--- config.mk ---
export PLATFORM = sky130hd
export DESIGN_NAME = pmu_ctrl
export DESIGN_NICKNAME = d
export VERILOG_FILES = /design/src/rtl/pmu_pkg.sv /design/src/rtl/pmu_ctrl.sv
export SDC_FILE = /design/constraint.sdc
export NUM_CORES = 1
export LEC_CHECK = 0
export ABC_AREA = 1
export CORE_ASPECT_RATIO = 0.7
export CORE_MARGIN = 2
export CORE_UTILIZATION = 40
export DETAILED_ROUTE_END_ITERATION = 8
export PLACE_DENSITY_LB_ADDON = 0.1
export SYNTH_ARGS = -nofsm -noshare
export SYNTH_HDL_FRONTEND = slang
export SYNTH_SLANG_ARGS = --single-unit
--- constraint.sdc ---
create_clock -name clk_32k -period 1.4 [get_ports clk_32k]
set_input_delay 0.28 -clock clk_32k [delete_from_list [all_inputs] [get_ports clk_32k]]
set_output_delay 0.28 -clock clk_32k [all_outputs]
set_load 0.01 [all_outputs]
--- src/rtl/pmu_pkg.sv ---
// -----------------------------------------------------------------------------
// pmu_pkg
// Shared definitions for the always-on power-sequencing controller.
// Also imported by reg_ctrl, which decodes pmu_state for the status register.
//   pmu_state_e     : 3-bit state codes as seen on pmu_state
//   PMU_RST_DLY_DEF : default clock-enable to reset-release spacing (cycles)
//   pmu_out_t       : bundle of the four Moore control outputs
//   pmu_decode()    : state -> control outputs
// -----------------------------------------------------------------------------
package pmu_pkg;

    localparam int PMU_RST_DLY_DEF = 4;

    typedef enum logic [2:0] {
        PMU_SLEEP   = 3'd0,
        PMU_OSC_ON  = 3'd1,
        PMU_CLK_ON  = 3'd2,
        PMU_ACTIVE  = 3'd3,
        PMU_RST_ON  = 3'd4,
        PMU_CLK_OFF = 3'd5
    } pmu_state_e;

    typedef struct packed {
        logic osc13m_en;
        logic clk_en;
        logic shut_rstn;
        logic pmu_busy;
    } pmu_out_t;

    // Codes 6/7 decode to all-zero, matching SLEEP.
    function automatic pmu_out_t pmu_decode(input pmu_state_e s);
        pmu_out_t o;
        o = '0;
        case (s)
            PMU_OSC_ON:  begin o.osc13m_en = 1'b1; o.pmu_busy = 1'b1; end
            PMU_CLK_ON:  begin o.osc13m_en = 1'b1; o.clk_en = 1'b1; o.pmu_busy = 1'b1; end
            PMU_ACTIVE:  begin o.osc13m_en = 1'b1; o.clk_en = 1'b1; o.shut_rstn = 1'b1; end
            PMU_RST_ON:  begin o.osc13m_en = 1'b1; o.clk_en = 1'b1; o.pmu_busy = 1'b1; end
            PMU_CLK_OFF: begin o.osc13m_en = 1'b1; o.pmu_busy = 1'b1; end
            default:     o = '0;
        endcase
        return o;
    endfunction

endpackage

--- src/rtl/pmu_ctrl.sv ---
// -----------------------------------------------------------------------------
// pmu_ctrl
// Always-on power sequencer (32 kHz domain). Power-up order: oscillator enable,
// settle wait, shut-domain clock enable, reset release. Power-down reverses it.
// Ports:
//   clk_32k         always-on clock (only clock)
//   rst_32k_alon_n  synchronous active-low reset
//   rg_pmu_en       block enable (synchronized)
//   rg_osc_settle   oscillator settle time in clk_32k cycles
//   wake_req        wake request (synchronized)
//   sleep_req       sleep request (synchronized)
//   osc13m_en       13 MHz oscillator enable
//   clk_en          shut-domain clock enable
//   shut_rstn       shut-domain reset, active-low
//   pmu_busy        sequence in progress
//   pmu_state       current state code
// -----------------------------------------------------------------------------
module pmu_ctrl
    import pmu_pkg::*;
#(
    parameter int SETTLE_W = 8,
    parameter int RST_DLY  = PMU_RST_DLY_DEF
) (
    input  logic                clk_32k,
    input  logic                rst_32k_alon_n,
    input  logic                rg_pmu_en,
    input  logic [SETTLE_W-1:0] rg_osc_settle,
    input  logic                wake_req,
    input  logic                sleep_req,
    output logic                osc13m_en,
    output logic                clk_en,
    output logic                shut_rstn,
    output logic                pmu_busy,
    output logic [2:0]          pmu_state
);

    localparam int CNT_W = (SETTLE_W > $clog2(RST_DLY)) ? SETTLE_W : $clog2(RST_DLY);
    localparam logic [CNT_W-1:0] DLY_LOAD = CNT_W'(RST_DLY - 1);
    localparam logic [CNT_W-1:0] CNT_ONE  = CNT_W'(1);

    pmu_state_e       state_q, state_d;
    logic [CNT_W-1:0] cnt_q, cnt_d;
    logic             wake_pend_q, wake_pend_d;
    logic             sleep_pend_q, sleep_pend_d;
    pmu_out_t         out_q;

    // Counts are only ever loaded on state entry and stop at zero, so the
    // counter cannot wrap.
    always_comb begin
        state_d      = state_q;
        cnt_d        = cnt_q;
        wake_pend_d  = wake_pend_q;
        sleep_pend_d = sleep_pend_q;
        case (state_q)
            PMU_SLEEP: begin
                // A parked wake waits here until the block is enabled.
                if ((wake_req || wake_pend_q) && rg_pmu_en) begin
                    state_d     = PMU_OSC_ON;
                    cnt_d       = CNT_W'(rg_osc_settle);
                    wake_pend_d = 1'b0;
                end
            end
            PMU_OSC_ON: begin
                if (sleep_req) sleep_pend_d = 1'b1;
                if (cnt_q == '0) begin
                    state_d = PMU_CLK_ON;
                    cnt_d   = DLY_LOAD;
                end else begin
                    cnt_d = cnt_q - CNT_ONE;
                end
            end
            PMU_CLK_ON: begin
                if (sleep_req) sleep_pend_d = 1'b1;
                if (cnt_q == '0) state_d = PMU_ACTIVE;
                else             cnt_d   = cnt_q - CNT_ONE;
            end
            PMU_ACTIVE: begin
                // Sleep has priority; a wake in ACTIVE needs no action.
                if (sleep_req || sleep_pend_q || !rg_pmu_en) begin
                    state_d      = PMU_RST_ON;
                    cnt_d        = DLY_LOAD;
                    sleep_pend_d = 1'b0;
                end
            end
            PMU_RST_ON: begin
                if (wake_req) wake_pend_d = 1'b1;
                if (cnt_q == '0) begin
                    state_d = PMU_CLK_OFF;
                    cnt_d   = DLY_LOAD;
                end else begin
                    cnt_d = cnt_q - CNT_ONE;
                end
            end
            PMU_CLK_OFF: begin
                if (wake_req) wake_pend_d = 1'b1;
                if (cnt_q == '0) state_d = PMU_SLEEP;
                else             cnt_d   = cnt_q - CNT_ONE;
            end
            default: state_d = PMU_SLEEP;
        endcase
    end

    // Outputs are registered from the next state so they switch on the same
    // edge as the state code, with no path from inputs to outputs.
    always_ff @(posedge clk_32k) begin
        if (!rst_32k_alon_n) begin
            state_q      <= PMU_SLEEP;
            cnt_q        <= '0;
            wake_pend_q  <= 1'b0;
            sleep_pend_q <= 1'b0;
            out_q        <= '0;
        end else begin
            state_q      <= state_d;
            cnt_q        <= cnt_d;
            wake_pend_q  <= wake_pend_d;
            sleep_pend_q <= sleep_pend_d;
            out_q        <= pmu_decode(state_d);
        end
    end

    assign osc13m_en = out_q.osc13m_en;
    assign clk_en    = out_q.clk_en;
    assign shut_rstn = out_q.shut_rstn;
    assign pmu_busy  = out_q.pmu_busy;
    assign pmu_state = state_q;

endmodule

==> qor.yml, run 1 <==
status:
  status: "finished, violations left"
  violations: "negative setup slack"
placement:
  dpl_worst_slack_ns: -0.221
  finalWeightedCongestion: 0.858
  hpwl_um: 2190
  io_buffers: 19
floorplan:
  core_area_um2: 2500
  row_count: 15
  start_util_pct: 42.6
  die-area_um2: 3090
  num_io_pins: 20
  die_y_um: 47.1
  die_w_um: 65.6
pwr:
  p_int_uw: 2220
  seq_power_share_pct: 19.4
  p_comb_share_pct: 71.2
  switching_share_pct: 45.7
  pwr-share-clk_pct: 9.4
  ir_drop_v: 0.00113
  p_per_area_nw_per_um2: 2330
  p_leak_uw: 0.000878
  p_sw_uw: 1870
logic_synthesis:
  synth_top_family_by_area: "simple AND/OR/NAND/NOR gates"
  synth_edf_count: 0
  ys_types: 26
  netlist_instances: 160
  ys_async_sr_fraction_pct: 0
  synth_area_um2: 1060
  synth-compound-area-share_pct: 10.9
  synth_seq_cells: 17
  synthAdderAreaFrac_pct: 2.35
  synth.area.top_cells: "dfxtp_1, nand2_1, nor2_1, inv_1, nand3_2"
  synth_area_per_cell_um2: 6.65
  synth_most_common_cell: "nand2_1"
  yosysTopAreaCellShare_pct: 32.0
  synthXorXnorAreaFrac_pct: 4.12
  yosys.area_share.simple_pct: 40.9
  synth-main-ff-cell: "dfxtp_1"
  synth_nets: 175
  synth_common_cells: "nand2_1, nor2_1, dfxtp_1, inv_1, a21oi_1"
  seq_area_frac_synth_pct: 32.0
  yosysTopAreaCell: "dfxtp_1"
  yosysWarnings: 0
  synth.area.mux_share_pct: 0
routing:
  ant_nets: 0
  drc_errors: 0
  first_pass_iters: 4
  wl_per_cell_um: 12.2
  routed_wl_um: 3040
  drt_iter0_drc: 60
  vias: 1169
  viasPerCell: 4.69
sta:
  clock.fmax_mhz: 706
  max-slew-margin-rel_pct: 84.3
  fin_hold_ws_ns: 0.512
  slew_viol_final: 0
  fin_crit_ns: 1.42
  clock_skew_ns: 0.00228
  tightest_slew_ns: 0.233
  fin_crit_sh_pct: 101
  setup_viol: 4
  finalSetupTns_ns: -0.0324
  rsz0062_at_grt: "yes"
  hold_viol_final: 0
  fin_ws_ns: -0.0160
worst_setup_path:
  startpoint: "cnt_q[0]"
  r2r_start: "cnt_q[0]"
  critical_path_arrival_ns: 1.57
  critPathMaxFanout: 7
  r2r_cells: 10
  worstSetupStartpointType: "flip-flop"
  cp.required_ns: 1.55
  r2r_slack_ns: -0.02
  timing.rr.end: "cnt_q[1]"
  path_class: "flip-flop to flip-flop"
  cp-end-kind: "flip-flop"
run:
  maxCapViolCount: 0
worst_hold_path:
  worstHoldPathCells: 2
  hp-start: "sleep_pend_q"
  hold-path-endpoint: "sleep_pend_q"
  min_path_type: "flip-flop to flip-flop"
layout:
  fillCellCount: 198
  drive_gt1_share_pct: 42.3
  antennaDiodeCount: 0
  multi_input_area_um2: 732
  num-nets-final: 231
  synthToLayoutAreaGrowth_pct: 64.7
  seq_area_um2: 352
clocking:
  clockBufferDepth: 2
  insertion_delay_ns: 0.25
  htreeDepth: 1
  cts.clk_slew.worst_paths_ns: 0.07
  cts_tree: "built"
  hold_buffers: 0
  root_buffer: "clkbuf_8"
  cts_num_sinks: 17
  numCtsBuffers: 3
global_route:
  grt_pass1_vias: 1020
  grt_pass1_wl_um: 4680
  grt_max_degree: 12
  grt_overflow_total: 0
  grtUsageTotal_pct: 20.6
  antenna_found_initial: 0
[cell type report]
class,count,share of cell area [%]
multi-input cells,118,41.8
well taps,34,2.43
repair buffers,53,27.1
flip-flops and latches,17,20.1
clock buffers,3,2.36
clock inverters,1,0.429
inverters,23,5.79
[worst max-delay path by stage]
| stage | end | slack [ns] |
|---|---|---|
| after global placement | cnt_q[3] | -0.21 |
| after floorplan | cnt_q[1] | 0.01 |
| after detailed placement | shut_rstn | -0.22 |
| final | cnt_q[1] | -0.02 |
| after global routing | clk_en | -0.10 |
| after CTS | cnt_q[4] | -0.003 |
[stage by stage]
step | std cells | power (uW) | instance area, um^2 | util [%]
after floorplan | 160 | 2250 | 1060 | -
after global placement | 241 | 3120 | 1520 | 60.9
after detailed placement | 241 | 3130 | 1520 | 60.9
after CTS | 247 | 3840 | 1670 | 66.9
after global routing | 249 | 4440 | 1750 | 70.2
final | 249 | 4090 | 1750 | 70.2
[flip-flops by register name, summed over array words and instances (netlist names)]
name          flops
clk_en            1
cnt_q             8
osc13m_en         1
pmu_busy          1
pmu_state         3
shut_rstn         1
sleep_pend_q      1
wake_pend_q       1
[cell usage in the layout (no fill, tap or decap), drive strengths merged]
| master | n |
|---|---|
| xor2 | 1 |
| clkdlybuf4s50 | 12 |
| a31oi | 1 |
| xnor2 | 4 |
| o21ai | 7 |
| dlygate4sd2 | 3 |
| nor3 | 5 |
| dfxtp | 17 |
| ha | 2 |
| clkbuf | 3 |
| or2 | 1 |
| nand2 | 50 |
| nand3 | 10 |
| inv | 22 |
| clkinv | 1 |
| dlymetal6s2s | 4 |
| buf | 34 |
| nor2 | 25 |
| a21oi | 11 |
| a32oi | 1 |
| clkinvlp | 1 |
[kinds of logic after synthesis]
family	after synthesis
simple gates	91
buf+inv	25
compound gates	20
flops	17
xor+xnor	5
fa+ha+maj	2
[timing repair]
item | CTS | global route
gates resized for setup | 31 | 23
setup endpoints to repair | 16 | 18
setup buffers | 2 | 2
gates cloned | 0 | 0
pin swaps | 10 | 12
[per-layer routing]
metal / track usage (%) / up-vias / share of wire (%)
met2: 29.9 / 24 / 45
met5: 0 / - / 0
met4: 5.42 / 0 / 0.63
li1: - / 612 / -
met3: 4.80 / 2 / 3.7
met1: 30.8 / 531 / 51
[worst max-delay path, stage by stage, from the launching register on]
cell and delay (ns):
dfxtp_2 0.33, inv_2 0.07, ha_4 0.14, nand2_4 0.05, nor2_4 0.20, nand2_2 0.07
nand2_2 0.08, nor2_4 0.06, buf_4 0.14, o21ai_2 0.10, nor2_1 0.06
[power by group through the flow]
stage | Clock, uW | Combinational, uW | Sequential (uW)
finish | 386 | 2910 | 792
detailed placement | 0 | 2370 | 762
global placement | 0 | 2360 | 759
floorplan | 0 | 1420 | 830
CTS | 396 | 2660 | 786
global route | 423 | 3200 | 811
No activity file was read; power rests on OpenSTA's default activity.
==> inputs of run 2 (changes only) <==
--- a/config.mk
+++ b/config.mk
@@ -6,6 +6,8 @@
 export NUM_CORES = 1
 export LEC_CHECK = 0
 export ABC_AREA = 1
+export ABC_CLOCK_PERIOD_IN_PS = 1400
+export CAP_MARGIN = 30
 export CORE_ASPECT_RATIO = 0.7
 export CORE_MARGIN = 2
 export CORE_UTILIZATION = 40
==> results of run 2 <==
Same layout as run 1: the final DEF is identical, and so are final timing and power.
==> inputs of run 3 (changes only) <==
--- a/config.mk
+++ b/config.mk
@@ -6,12 +6,13 @@
 export NUM_CORES = 1
 export LEC_CHECK = 0
 export ABC_AREA = 1
-export ABC_CLOCK_PERIOD_IN_PS = 1400
+export ABC_CLOCK_PERIOD_IN_PS = 1600
 export CAP_MARGIN = 30
 export CORE_ASPECT_RATIO = 0.7
 export CORE_MARGIN = 2
 export CORE_UTILIZATION = 40
 export DETAILED_ROUTE_END_ITERATION = 8
+export DONT_BUFFER_PORTS = 1
 export PLACE_DENSITY_LB_ADDON = 0.1
 export SYNTH_ARGS = -nofsm -noshare
 export SYNTH_HDL_FRONTEND = slang
==> constraint.sdc (replaced) <==
create_clock -name clk_32k -period 1.6 [get_ports clk_32k]
set_input_delay 0.32 -clock clk_32k [delete_from_list [all_inputs] [get_ports clk_32k]]
set_output_delay 0.32 -clock clk_32k [all_outputs]
set_load 0.01 [all_outputs]
==> qor.yml, run 3 (same netlist as run 1, synthesis figures left out) <==
worst_setup_path:
  cpLargestDelayFamily: "simple AND/OR/NAND/NOR gates"
  path_class: "flip-flop to flip-flop"
  worstSetupStartpointType: "flip-flop"
  critPathMaxFanout: 7
  r2r_slack_ns: 0.10
  r2r_cells: 9
  worst-path-stages: 9
  r2r_start: "cnt_q[2]"
  critical_path_arrival_ns: 1.65
  cp-end-kind: "flip-flop"
  cp_slowest_cell: "dfxtp_1"
  timing.rr.end: "cnt_q[2]"
  crit_buf_inv: 1
  crit_chain: "nor2_2 -> nand2_1 -> nor2_4 -> nand2_2 -> nand2_2 -> nor2_4 -> buf_4 -> o21ai_1 -> a21oi_2"
  cp.required_ns: 1.75
  cpPeakStageDelay_ns: 0.35
  crit_path_end: "cnt_q[2]"
  startpoint: "cnt_q[2]"
sta:
  clock.fmax_mhz: 668
  setup_viol: 0
  max-slew-margin-rel_pct: 70.4
  fin_ws_ns: 0.104
  clock_skew_ns: 0.00757
  fin_crit_ns: 1.50
  fin_crit_sh_pct: 93.5
  slew_viol_final: 0
  hold_viol_final: 0
  tightest_slew_ns: 0.443
floorplan:
  num_io_pins: 20
  die-area_um2: 3090
  core_area_um2: 2500
  die_y_um: 47.1
  start_util_pct: 42.6
  row_count: 15
  die_w_um: 65.6
routing:
  first_pass_iters: 4
  ant_nets: 0
  viasPerCell: 4.86
  drt_iter0_drc: 48
  routed_wl_um: 2520
  drc_errors: 0
  wl_per_cell_um: 12.4
  vias: 992
layout:
  fillCellCount: 249
  seq_area_um2: 347
  mostFrequentLayoutCells: "nand2_1, nor2_1, inv_1"
  synthToLayoutAreaGrowth_pct: 14.4
  antennaDiodeCount: 0
  num-nets-final: 186
  largest_register_ffs: 8
  mostFrequentLayoutCell: "nand2_1"
  drive_gt1_share_pct: 25.9
  top_register: "cnt_q"
  multi_input_area_um2: 633
  finish.utilization_pct: 48.7
pwr:
  p_comb_share_pct: 60.3
  p_int_uw: 1400
  pwr-share-clk_pct: 11.9
  seq_power_share_pct: 27.9
  p_leak_uw: 0.000584
  p_per_area_nw_per_um2: 2240
  ir_drop_v: 0.000825
  p_sw_uw: 1330
  switching_share_pct: 48.7
clocking:
  insertion_delay_ns: 0.26
  htreeDepth: 1
  cts.clk_slew.worst_paths_ns: 0.07
  root_buffer: "clkbuf_8"
  cts_num_sinks: 17
  cts_tree: "built"
  hold_buffers: 0
  clockBufferDepth: 2
  numCtsBuffers: 3
placement:
  io_buffers: 0
  hpwl_um: 1920
  finalWeightedCongestion: 0.857
  dpl_worst_slack_ns: 0.0505
global_route:
  grt_overflow_total: 0
  antenna_found_initial: 0
  grt_pass1_vias: 880
  grt_max_degree: 14
  grtUsageTotal_pct: 17.9
  grt_pass1_wl_um: 4110
status:
  status: "completed"
worst_hold_path:
  hp-start: "rst_32k_alon_n"
  min_path_type: "input pin to flip-flop"
run:
  maxCapViolCount: 0
[run 3: cell count changes in the layout (fill, tap and decap cells not counted), sizes merged]
cell / before / now
buf: 34 / 8
clkdlybuf4s50: 12 / 0
clkinv: 1 / 2
clkinvlp: 1 / 0
dlygate4sd2: 3 / 0
dlymetal6s2s: 4 / 0
[run 3: worst min-delay path by stage]
stage,depth (start not counted),slack [ns],end
after floorplan,2,0.44,pmu_state[0]
after global placement,2,0.47,cnt_q[1]
after detailed placement,2,0.48,pmu_state[0]
after CTS,2,0.20,shut_rstn
after global routing,2,0.22,pmu_state[0]
final,2,0.20,cnt_q[1]
[run 3: power groups by stage]
stage                     Sequential (uW)  Clock (uW)  Combinational (uW)
after floorplan                       726           0                1240
after global placement                749           0                1540
after detailed placement              753           0                1540
after CTS                             745         335                1540
after global routing                  781         348                1840
final                                 760         324                1640
[run 3: metal layers]
metal	routed length, um	vias to the layer above	GRT usage (%)
met5	0	-	0
met2	973	21	24.4
met4	19	0	3.75
li1	-	516	-
met3	151	4	5.04
met1	1380	451	27.7
[run 3: area by class of cell]
type / count / area share (%)
clock buffer: 3 / 3.40
clock inverter: 1 / 0.412
inverter: 23 / 7.20
multi-input combinational: 118 / 52.1
sequential: 17 / 28.5
tap: 34 / 3.50
timing repair buffer: 8 / 4.94
[run 3: repair_timing]
item / in CTS / in global routing
endpoints found under the setup margin: 0 / 13
setup buffers: 0 / 3
resized for setup: 0 / 8
[run 3: metrics by stage]
| stage | total power [uW] | hold slack (ns) | TNS, ns | instances | instance area [um^2] |
|---|---|---|---|---|---|
| 5_1_grt | 2970 | 0.217 | -0.00442 | 204 | 1220 |
| 3_3_place_gp | 2290 | 0.473 | 0 | 197 | 1130 |
| 2_1_floorplan | 1970 | 0.436 | 0 | 160 | 1060 |
| 4_1_cts | 2620 | 0.202 | 0 | 201 | 1170 |
| 6_report | 2730 | 0.198 | 0 | 204 | 1220 |
| 3_5_place_dp | 2290 | 0.476 | 0 | 197 | 1130 |
